File: config.mk
export PLATFORM = sky130hd
export DESIGN_NAME = nonce_sequencer
export DESIGN_NICKNAME = d
export VERILOG_FILES = /design/src/rtl/nonce_seq_pkg.sv /design/src/rtl/round_counter.sv /design/src/rtl/nonce_sequencer.sv
export SDC_FILE = /design/constraint.sdc
export NUM_CORES = 1
export LEC_CHECK = 0
export ABC_AREA = 0
export CELL_PAD_IN_SITES_DETAIL_PLACEMENT = 0
export CELL_PAD_IN_SITES_GLOBAL_PLACEMENT = 1
export CORE_ASPECT_RATIO = 0.6
export CORE_MARGIN = 5
export CORE_UTILIZATION = 41
export DETAILED_ROUTE_END_ITERATION = 16
export PLACE_DENSITY_LB_ADDON = 0.1
export SETUP_SLACK_MARGIN = 0.3
export SYNTH_ARGS = -nofsm -noshare
export SYNTH_HDL_FRONTEND = slang
export SYNTH_HIERARCHICAL = 1
export SYNTH_SLANG_ARGS = --single-unit
File: constraint.sdc
create_clock -name clk -period 6.92 [get_ports clk]
set_clock_uncertainty 0.15 [all_clocks]
set_input_delay 0.692 -clock clk [delete_from_list [all_inputs] [get_ports clk]]
set_output_delay 0.692 -clock clk [all_outputs]
set_load 0.1 [all_outputs]
File: src/rtl/nonce_seq_pkg.sv
// Shared types and widths for the nonce sequencer and its round counter.
package nonce_seq_pkg;

  localparam int unsigned CNT_W   = 6;
  localparam int unsigned NONCE_W = 32;

  typedef enum logic [2:0] {
    IDLE  = 3'd0,
    RUN   = 3'd1,
    DRAIN = 3'd2,
    FOUND = 3'd3,
    DONE  = 3'd4
  } state_e;

endpackage

File: src/rtl/round_counter.sv
// Modulo-ROUNDS round counter plus a two-stage delayed copy for core 1.
// Holding forces both the counter and the delay pipe to zero.
module round_counter
  import nonce_seq_pkg::*;
#(
  parameter int unsigned ROUNDS = 32
) (
  input  logic             clk,
  input  logic             reset_L,
  input  logic             i_hold,
  output logic [CNT_W-1:0] o_counter,
  output logic [CNT_W-1:0] o_counter_2d
);

  localparam logic [CNT_W-1:0] LAST_CNT = CNT_W'(ROUNDS - 1);

  logic [CNT_W-1:0] r_cnt;
  logic [CNT_W-1:0] r_d1;
  logic [CNT_W-1:0] r_d2;

  // Count while running; the pipe trails the counter by two cycles.
  always_ff @(posedge clk or negedge reset_L) begin
    if (!reset_L) begin
      r_cnt <= '0;
      r_d1  <= '0;
      r_d2  <= '0;
    end else if (i_hold) begin
      r_cnt <= '0;
      r_d1  <= '0;
      r_d2  <= '0;
    end else begin
      r_cnt <= (r_cnt == LAST_CNT) ? '0 : r_cnt + 1'b1;
      r_d1  <= r_cnt;
      r_d2  <= r_d1;
    end
  end

  assign o_counter    = r_cnt;
  assign o_counter_2d = r_d2;

endmodule

File: src/rtl/nonce_sequencer.sv
// Nonce sequencer: walks a nonce range in ROUNDS-cycle blocks, tags the blocks
// launched to the two hash cores, and stops on the first hit or on exhaustion.
// Optional macro HASH_COUNT_EN adds the hashes_tested strobe counter.
module nonce_sequencer
  import nonce_seq_pkg::*;
#(
  parameter int unsigned ROUNDS    = 32,
  parameter int unsigned HASH_W    = 24,
  parameter int unsigned DRAIN_CYC = ROUNDS + 2
) (
  input  logic               clk,
  input  logic               reset_L,
  input  logic               start,
  input  logic               abort,
  input  logic [NONCE_W-1:0] nonce_init,
  input  logic [NONCE_W-1:0] nonce_last,
  input  logic [HASH_W-1:0]  target,
  input  logic               hash_valid_0,
  input  logic [HASH_W-1:0]  hash_0,
  input  logic               hash_valid_1,
  input  logic [HASH_W-1:0]  hash_1,
  output logic [NONCE_W-1:0] nonce,
  output logic [CNT_W-1:0]   counter,
  output logic [CNT_W-1:0]   counter_2d,
  output logic               busy,
  output logic               found,
  output logic               done,
  output logic [NONCE_W-1:0] nonce_found
`ifdef HASH_COUNT_EN
  ,
  output logic [31:0]        hashes_tested
`endif
);

  localparam int unsigned      DRAIN_W    = $clog2(DRAIN_CYC + 1);
  localparam logic [DRAIN_W-1:0] DRAIN_LOAD = DRAIN_W'(DRAIN_CYC - 1);
  localparam logic [CNT_W-1:0] LAST_CNT   = CNT_W'(ROUNDS - 1);

  state_e             r_state;
  logic [NONCE_W-1:0] r_nonce;
  logic [NONCE_W-1:0] r_nonce_found;
  logic [NONCE_W-1:0] r_tag_0;
  logic [NONCE_W-1:0] r_tag_1;
  logic [DRAIN_W-1:0] r_drain_cnt;
  logic               r_busy;
  logic               r_found;
  logic               r_done;

  logic w_active;
  logic w_start_ok;
  logic w_hit_0;
  logic w_hit_1;
  logic w_hit;
  logic w_last_round;
  logic w_drain_exp;
  logic w_hold;

  assign w_active     = (r_state == RUN) || (r_state == DRAIN);
  assign w_start_ok   = start && !w_active;
  assign w_hit_0      = w_active && hash_valid_0 && (hash_0 < target);
  assign w_hit_1      = w_active && hash_valid_1 && (hash_1 < target);
  assign w_hit        = w_hit_0 || w_hit_1;
  assign w_last_round = (counter == LAST_CNT);
  assign w_drain_exp  = (r_state == DRAIN) && (r_drain_cnt == '0);
  // Zero the counters on every edge that does not land in RUN/DRAIN, and on a
  // fresh start, so FOUND/DONE show a frozen counter immediately.
  assign w_hold       = abort || w_start_ok || !w_active || w_hit || w_drain_exp;

  round_counter #(
    .ROUNDS (ROUNDS)
  ) u_round_counter (
    .clk          (clk),
    .reset_L      (reset_L),
    .i_hold       (w_hold),
    .o_counter    (counter),
    .o_counter_2d (counter_2d)
  );

  // Tags mirror what the concatenator latches into each core's block.
  always_ff @(posedge clk or negedge reset_L) begin
    if (!reset_L) begin
      r_tag_0 <= '0;
      r_tag_1 <= '0;
    end else begin
      if (counter == '0)    r_tag_0 <= r_nonce;
      if (counter_2d == '0) r_tag_1 <= r_nonce;
    end
  end

  // Search FSM with registered status outputs; abort beats everything.
  always_ff @(posedge clk or negedge reset_L) begin
    if (!reset_L) begin
      r_state       <= IDLE;
      r_nonce       <= '0;
      r_nonce_found <= '0;
      r_drain_cnt   <= '0;
      r_busy        <= 1'b0;
      r_found       <= 1'b0;
      r_done        <= 1'b0;
    end else if (abort) begin
      r_state       <= IDLE;
      r_nonce       <= nonce_init;
      r_nonce_found <= '0;
      r_busy        <= 1'b0;
      r_found       <= 1'b0;
      r_done        <= 1'b0;
    end else begin
      unique case (r_state)
        IDLE: begin
          r_nonce <= nonce_init;
          if (start) begin
            r_state <= RUN;
            r_busy  <= 1'b1;
          end
        end
        RUN, DRAIN: begin
          if (w_hit) begin
            // Core 0 wins a simultaneous hit.
            r_state       <= FOUND;
            r_nonce_found <= w_hit_0 ? r_tag_0 : r_tag_1;
            r_busy        <= 1'b0;
            r_found       <= 1'b1;
            r_done        <= 1'b1;
          end else if (r_state == RUN) begin
            if (w_last_round) begin
              if (r_nonce == nonce_last) begin
                r_state     <= DRAIN;
                r_drain_cnt <= DRAIN_LOAD;
              end else begin
                r_nonce <= r_nonce + 32'd1;
              end
            end
          end else if (w_drain_exp) begin
            r_state <= DONE;
            r_busy  <= 1'b0;
            r_done  <= 1'b1;
          end else begin
            r_drain_cnt <= r_drain_cnt - 1'b1;
          end
        end
        FOUND, DONE: begin
          if (start) begin
            r_state       <= RUN;
            r_nonce       <= nonce_init;
            r_nonce_found <= '0;
            r_busy        <= 1'b1;
            r_found       <= 1'b0;
            r_done        <= 1'b0;
          end
        end
        default: r_state <= IDLE;
      endcase
    end
  end

`ifdef HASH_COUNT_EN
  logic [31:0] r_hashes;
  logic [32:0] w_hash_sum;

  assign w_hash_sum = {1'b0, r_hashes} + 33'(w_active && hash_valid_0)
                    + 33'(w_active && hash_valid_1);

  // Saturating count of strobes accepted while searching.
  always_ff @(posedge clk or negedge reset_L) begin
    if (!reset_L) begin
      r_hashes <= '0;
    end else if (w_start_ok && !abort) begin
      r_hashes <= '0;
    end else if (w_hash_sum[32]) begin
      r_hashes <= '1;
    end else begin
      r_hashes <= w_hash_sum[31:0];
    end
  end

  assign hashes_tested = r_hashes;
`endif

  assign nonce       = r_nonce;
  assign busy        = r_busy;
  assign found       = r_found;
  assign done        = r_done;
  assign nonce_found = r_nonce_found;

endmodule

; Yosys cells after proc, flatten, opt, wreduce, memory -nomap -nowiden
; Cells that the tools add are included.
[totals]
ff_bits = 158
latchBits = 0
mem_bits_rw = 0
rom_bits = 0
inputBits = 142
output_inout_bits = 79
elab_cells = 112
n_memories = 0
[classes]
addsub = 3
multipliers = 0
div_mod_pow = 0
order_cmp = 2
eq_ne = 21
n_shift = 0
mux = 43
bitwise = 2
n_reduce_logical = 29
[op_table]
columns = op, n
row1 = two-way mux 32 bit, 10
row2 = one-hot mux 32 bit (3 select lines), 1
row3 = one-hot mux 32 bit (2 select lines), 1
row4 = < comparator 24 bit, 2
row5 = two-way mux 6 bit, 8
row6 = adder 32 x 1 -> 32 bit (second input constant), 1
row7 = equality test 32 bit, 1
row8 = two-way mux 3 bit, 7
row9 = zero test 6 bit, 3
row10 = != test 3 bit (second input constant), 6
row11 = != test 5 bit (second input constant), 3
row12 = two-way mux 1 bit, 12
row13 = AND reduction 4 bit, 3
row14 = AND reduction 6 bit, 2
row15 = != test 4 bit (second input constant), 2
row16 = adder 6 x 1 -> 6 bit (second input constant), 1
row17 = equality test 3 x 2 -> 1 bit (second input constant), 2
row18 = equality test 6 x 5 -> 1 bit (second input constant), 1
row19 = logical AND 1 bit, 6
row20 = logical OR 1 bit, 6
row21 = one-hot mux 1 bit (2 select lines), 3
row22 = one-hot mux 3 bit (2 select lines), 1
row23 = nonzero test 3 bit, 2
row24 = subtractor 6 x 1 -> 6 bit (second input constant), 1
row25 = other kinds (12), 15

; Longest topological paths before layout
[depth]
ltp_word = 9
depth_mapped = 13
depth_no_buf = 11

; By module
; The synthesis kept the hierarchy.
[by_module_without_submodules]
columns = mod, n_inst, cells_each, area_per_inst_um2, seq_area_each_um2
row1 = nonce_sequencer, 1, 803, 8215.4, 3503.4
row2 = round_counter, 1, 48, 644.4, 450.4

; Worst setup path after synthesis
; Ideal clock, no wire load.
[synth_timing]
path_type = input -> register
from = in target[21]
to = reg u_round_counter.r_cnt[2] (netlist: u_round_counter/o_counter[2])
setup_time_ns = 0.133
arrival_ns = 2.882
required_ns = 6.637
setup_slack_ns = 3.755
stages = 11
n_path_buf = 1
cell_sequence = inv_1 ha_1 a21o_1 a21o_1 a2111oi_4 o211ai_1 or2_2 and3_1 inv_1 clkbuf_1 nor2_1
[synth_via]
elab_chain_cells = 6
word_cells_on_any_way = 8
cone_classes = 2 x order compare / 1 x mux / 5 x reduce/logical
[synth_rtl]
columns = item, line
row1 = from (decl), nonce_sequencer.sv:17  ; input logic [HASH_W-1:0] target,
row2 = "< comparator 24 bit, on equally long branches", "nonce_sequencer.sv:60, nonce_sequencer.sv:61"
row3 = "logical AND 1 bit, on equally long branches", "nonce_sequencer.sv:60, nonce_sequencer.sv:61"
row4 = logical OR 1 bit *, nonce_sequencer.sv:62  ; assign w_hit = w_hit_0 || w_hit_1;
row5 = logical OR 1 bit * (2 in a row), nonce_sequencer.sv:67  ; assign w_hold = abort || w_start_ok || !w_active || w_hit || w_drain_exp;
row6 = net w_hold, nonce_sequencer.sv:56  ; logic w_hold;
row7 = two-way mux 6 bit *, round_counter.sv:27  ; end else if (i_hold) begin
row8 = to (signal assigned), round_counter.sv:32  ; r_cnt <= (r_cnt == LAST_CNT) ? '0 : r_cnt + 1'b1;
row9 = to (decl), round_counter.sv:17  ; logic [CNT_W-1:0] r_cnt;
; The timed path passes the listed nets; every way through them passes the cells marked *.
; A chain may end at the register's enable or synchronous reset.

; Final worst setup path
[layout_timing]
from = in nonce_last[6]
to = reg r_nonce[17] (netlist: nonce[17])
[layout_via]
elab_chain_cells = 3
[layout_rtl]
columns = item, line
row1 = from (decl), nonce_sequencer.sv:16  ; input logic [NONCE_W-1:0] nonce_last,
row2 = equality test 32 bit, nonce_sequencer.sv:126  ; if (r_nonce == nonce_last) begin
row3 = != test 3 bit (no line), n/a
row4 = AND reduction 6 bit (no line), n/a
row5 = to (signal assigned), nonce_sequencer.sv:110  ; r_nonce <= nonce_init;
row6 = to (signal assigned), nonce_sequencer.sv:130  ; r_nonce <= r_nonce + 32'd1;
row7 = to (signal assigned), nonce_sequencer.sv:144  ; r_nonce <= nonce_init;
row8 = to (decl), nonce_sequencer.sv:40  ; logic [NONCE_W-1:0] r_nonce;
; No other way between the ends.

==> results <==
- Detailed placement ended at an HPWL of 21200 um.
- By startpoint and endpoint, the worst setup path is classified as input port to flip-flop.
- For this design the ratio of total power to cell area is about 290 nW/um^2.
- After clock tree synthesis, the repair step resized 0 gates.
- Setup repair after global routing left no endpoint under its margin.
- The number of max-cap violations is 0.
- The TritonCTS clock tree is built.
- The total wire length after detailed routing is approximately 29000 um.
- The final critical-path setup slack is 2710 ps.
- The largest family of logic cells by synthesized area is simple AND/OR/NAND/NOR gates.
- The share of final-layout standard cells stronger than drive strength 1 is 0.114.
- The type of origin of the critical path is an input port.
- For this run, design rule violations remaining after detail routing come to 0.
- In this run the deepest clock path goes through 2 buffers.
- The dominant register cell in the synthesized netlist is sky130_fd_sc_hd__dfrtp_1.
- In this run the core area contains 41 standard-cell rows.
- For this run, the register share of the synthesized area comes to 0.446.
- The first global-routing pass estimated 43300 um of wire.
- Data arrives at the worst endpoint at between 4000 and 5000 ps.
- The number of vias per cell is 5.61.
- The clock period minus worst slack is 4210 ps.
- The global-route usage over all layers is 0.229.
- Setup violations remaining at the end of the flow were counted as 0.
- The number of input and output port buffers inserted is 220.
- The clock latency of the later-clocked register in the worst-skew pair is between 400 and 500 ps.
- The number of clock buffers inserted by TritonCTS is 17.
- For this block, the via count after detailed routing is 7515.
- Of the total synthesized cell area, the portion taken by AND, OR, NAND and NOR gates is 0.149.
- After synthesis, the mean cell area works out to 10.4 um^2.
- For this configuration, the core starts out at a cell density of 0.419.
- Entering global routing, the biggest net connects between 90 and 100 pins.
- Across the VDD grid, the largest voltage drop is 0.000233 V.
- After detailed routing, the average wire length per cell comes to 21.4 um.
- The kind of end point of the critical path is a flip-flop.
- Headroom to the max-slew limit came out at 0.226.
- The number of antenna violations at the first check in global routing is 0.
- Fill cells in the final layout number 1848.
- The post-place setup slack is 2230 ps.
- From left edge to right edge, the die measures ~200 um.
- The die outline area is 24700 um^2.
- The hold buffer count at cts is 0.
- Based on the critical path, the design can be clocked at up to 238 MHz.
- The mapped cell area is approximately 8900 um^2.
- The repair_antennas step left the layout with diodes totalling 0.
- Yosys mapped a number of flops with a built-in enable equal to 0.
- The total number of nets in the final design is between 1000 and 1500.
- The share of the cycle needed by the critical path after routing is 0.608.
- The count of mapped cells out of synthesis is 851.
- The share of total power dissipated in the clock network is 0.305.
- The area growth from synthesis to layout is 34.4%.
- Of the total synthesized cell area, the portion taken by XOR and XNOR cells is 0.0366.
- Counting every sink on the clock net gives 158.
- The height of the chip is 124 um.
- The internal portion of the total power is 0.00214 W.
- The total congestion overflow is 0.
- In this run the count of I/O pins placed on the die edge is 221.
- The netlist uses 68 different library cells.
- The maximum fanout count along the critical path is 14.
- The synthesized design contains 158 register bits.
- The number of standard cells in the layout, taps in and fillers out is 1339.
- The flow ran to the end, and the final reports show no timing, DRC or antenna violations.
- After synthesis, the share of cell area in mux cells is 0.120.
- The portion of synthesized cell area occupied by the leading cell type is 0.446.
- The number of instances in the placed design is 1307.
- By area the synthesized netlist is led by sky130_fd_sc_hd__dfrtp_1 45%, sky130_fd_sc_hd__mux2_2 8.0%, sky130_fd_sc_hd__ha_1 6.9%.
- The number of setup buffers added after CTS is 0.
- The part of the power in registers is 0.368.
- After synthesis, the share of flip-flops with an asynchronous set or reset is 1.00.
- After clock tree synthesis, the clock-pin slew on the worst setup and hold paths is 60 ps.
- The net count of the mapped netlist is 1042.
- For the worst setup path, the data required time is 7060 ps.
- Of the total synthesized cell area, the portion taken by full adders, half adders and majority gates is 0.0692.
- Routability-driven placement finished with a final weighted congestion of 0.873.
- The core region is 21100 um^2.
- The slew of the pin with the lowest slew margin is 1150 ps.
- Across all hold checks on the routed design, the worst slack comes to 172 ps.
- The number of global-route vias before repair came to 7123.
- The compound-cell area share of the yosys netlist is 0.137.
- The share of total power dissipated in combinational logic is 0.327.
- The reported leakage power is 5.03 nW.
- The post-route setup TNS is 0 ps.
- The path class of the tightest hold or removal check is input port to async pin.
- The analysis attributes to net switching a power of ~0.0013 W.
- The count of warnings emitted by yosys is 6.
- The detail route stage leaves a number of antenna-violating nets equal to 0.
- The final number of hold-violating endpoints is 0.
- The post-synthesis cell type with the largest combined area is sky130_fd_sc_hd__dfrtp_1.
- Of the total power, the share spent switching nets is 0.381.
- The max-slew violation total from the final report is 0.
- The number of levels in the clock H-tree is 4.
- The detailed-router iteration count before antenna repair is 5.
- The starting DRC count in detailed routing is 601.
- The clock root buffer master is sky130_fd_sc_hd__clkbuf_16.
state kept, by name, indices dropped and copies added (netlist names):
| register | count |
|---|---|
| busy | 1 |
| done | 1 |
| found | 1 |
| nonce | 32 |
| nonce_found | 32 |
| r_drain_cnt | 6 |
| r_state | 3 |
| r_tag_0 | 32 |
| r_tag_1 | 32 |
| u_round_counter/o_counter | 6 |
| u_round_counter/o_counter_2d | 6 |
| u_round_counter/r_d1 | 6 |
placed cells by master, fill, tap and decap left out, types with 18 or more instances in the layout:
master,n
sky130_fd_sc_hd__inv_1,33
sky130_fd_sc_hd__nand4_1,23
sky130_fd_sc_hd__and3_1,18
sky130_fd_sc_hd__dfrtp_1,158
sky130_fd_sc_hd__nor3_1,24
sky130_fd_sc_hd__mux2i_1,35
sky130_fd_sc_hd__nand2_1,61
sky130_fd_sc_hd__a21oi_1,33
sky130_fd_sc_hd__mux2_2,63
sky130_fd_sc_hd__clkdlybuf4s50_1,219
sky130_fd_sc_hd__xnor2_1,35
sky130_fd_sc_hd__ha_1,49
sky130_fd_sc_hd__o21ai_0,29
sky130_fd_sc_hd__o2bb2ai_1,33
sky130_fd_sc_hd__nor2_1,48
power groups by stage:
| stage | Combinational, W | Sequential (W) | Clock, W |
|---|---|---|---|
| floorplan | 0.000466 | 0.00157 | 0 |
| global placement | 0.00112 | 0.00128 | 0 |
| detailed placement | 0.00113 | 0.00129 | 0 |
| CTS | 0.00113 | 0.00127 | 0.00107 |
| global route | 0.00120 | 0.00129 | 0.00111 |
| finish | 0.00113 | 0.00127 | 0.00106 |
per-stage QoR:
stage               power (W)   util  cell area, um^2
detailed placement    0.00242  0.532            11200
CTS                   0.00347  0.563            11900
global placement      0.00241  0.532            11200
floorplan             0.00203      -             8860
finish                0.00346  0.563            11900
global route          0.00360  0.563            11900
worst paths after layout:
kind	from	endpoint	slack (ps)	depth (start not counted)
worst min register to register	u_round_counter/r_d1[3]	u_round_counter/o_counter_2d[3]	320	1
worst min-delay path	reset_L	r_tag_1[13]	170	1
min in group clk	u_round_counter/r_d1[3]	u_round_counter/o_counter_2d[3]	320	1
worst max-delay path	nonce_last[6]	nonce[17]	2710	9
worst max register to register	nonce[6]	nonce[17]	2840	8
max in group asynchronous	reset_L	u_round_counter/o_counter_2d[2]	5040	2
cells in the mapped netlist, drive strengths merged, types with 26 or more instances:
master   instances
xnor2           35
o2bb2ai         33
inv             33
o21ai           30
nor2            48
clkbuf          29
mux2            63
nor3            26
ha              49
mux2i           35
a21oi           34
nand2           61
dfrtp          158
worst max-delay path, stage by stage:
cell and delay (ps):
sky130_fd_sc_hd__clkdlybuf4s50_1 410, sky130_fd_sc_hd__xnor2_1 460, sky130_fd_sc_hd__nand4_1 140, sky130_fd_sc_hd__nor4_1 960
sky130_fd_sc_hd__a21oi_1 390, sky130_fd_sc_hd__and2_1 290, sky130_fd_sc_hd__and3_1 370, sky130_fd_sc_hd__nor2_1 460
sky130_fd_sc_hd__o21ai_0 160
final cells by class:
| cell class | instances | area [um^2] | share of cell area |
|---|---|---|---|
| tap | 279 | 349 | 0.0293 |
| inverter | 33 | 124 | 0.0104 |
| multi-input combinational | 607 | 4540 | 0.382 |
| clock inverter | 12 | 208 | 0.0174 |
| sequential | 158 | 3950 | 0.332 |
| clock buffer | 20 | 447 | 0.0375 |
| timing repair buffer | 230 | 2280 | 0.191 |
cell families after synthesis:
group	after synthesis
adders and majority gates	49
DFF	158
buffers and inverters	86
AOI/OAI and AO/OA	168
and+or+nand+nor	255
xor gates and xnor gates	37
muxes	98
routing by layer:
metal  part of all wire  track usage
met1               0.51        0.371
met3              0.086       0.0597
met4             0.0092       0.0479
met2               0.39        0.302
met5                  0            0
Power figures use the tool's default switching activity.
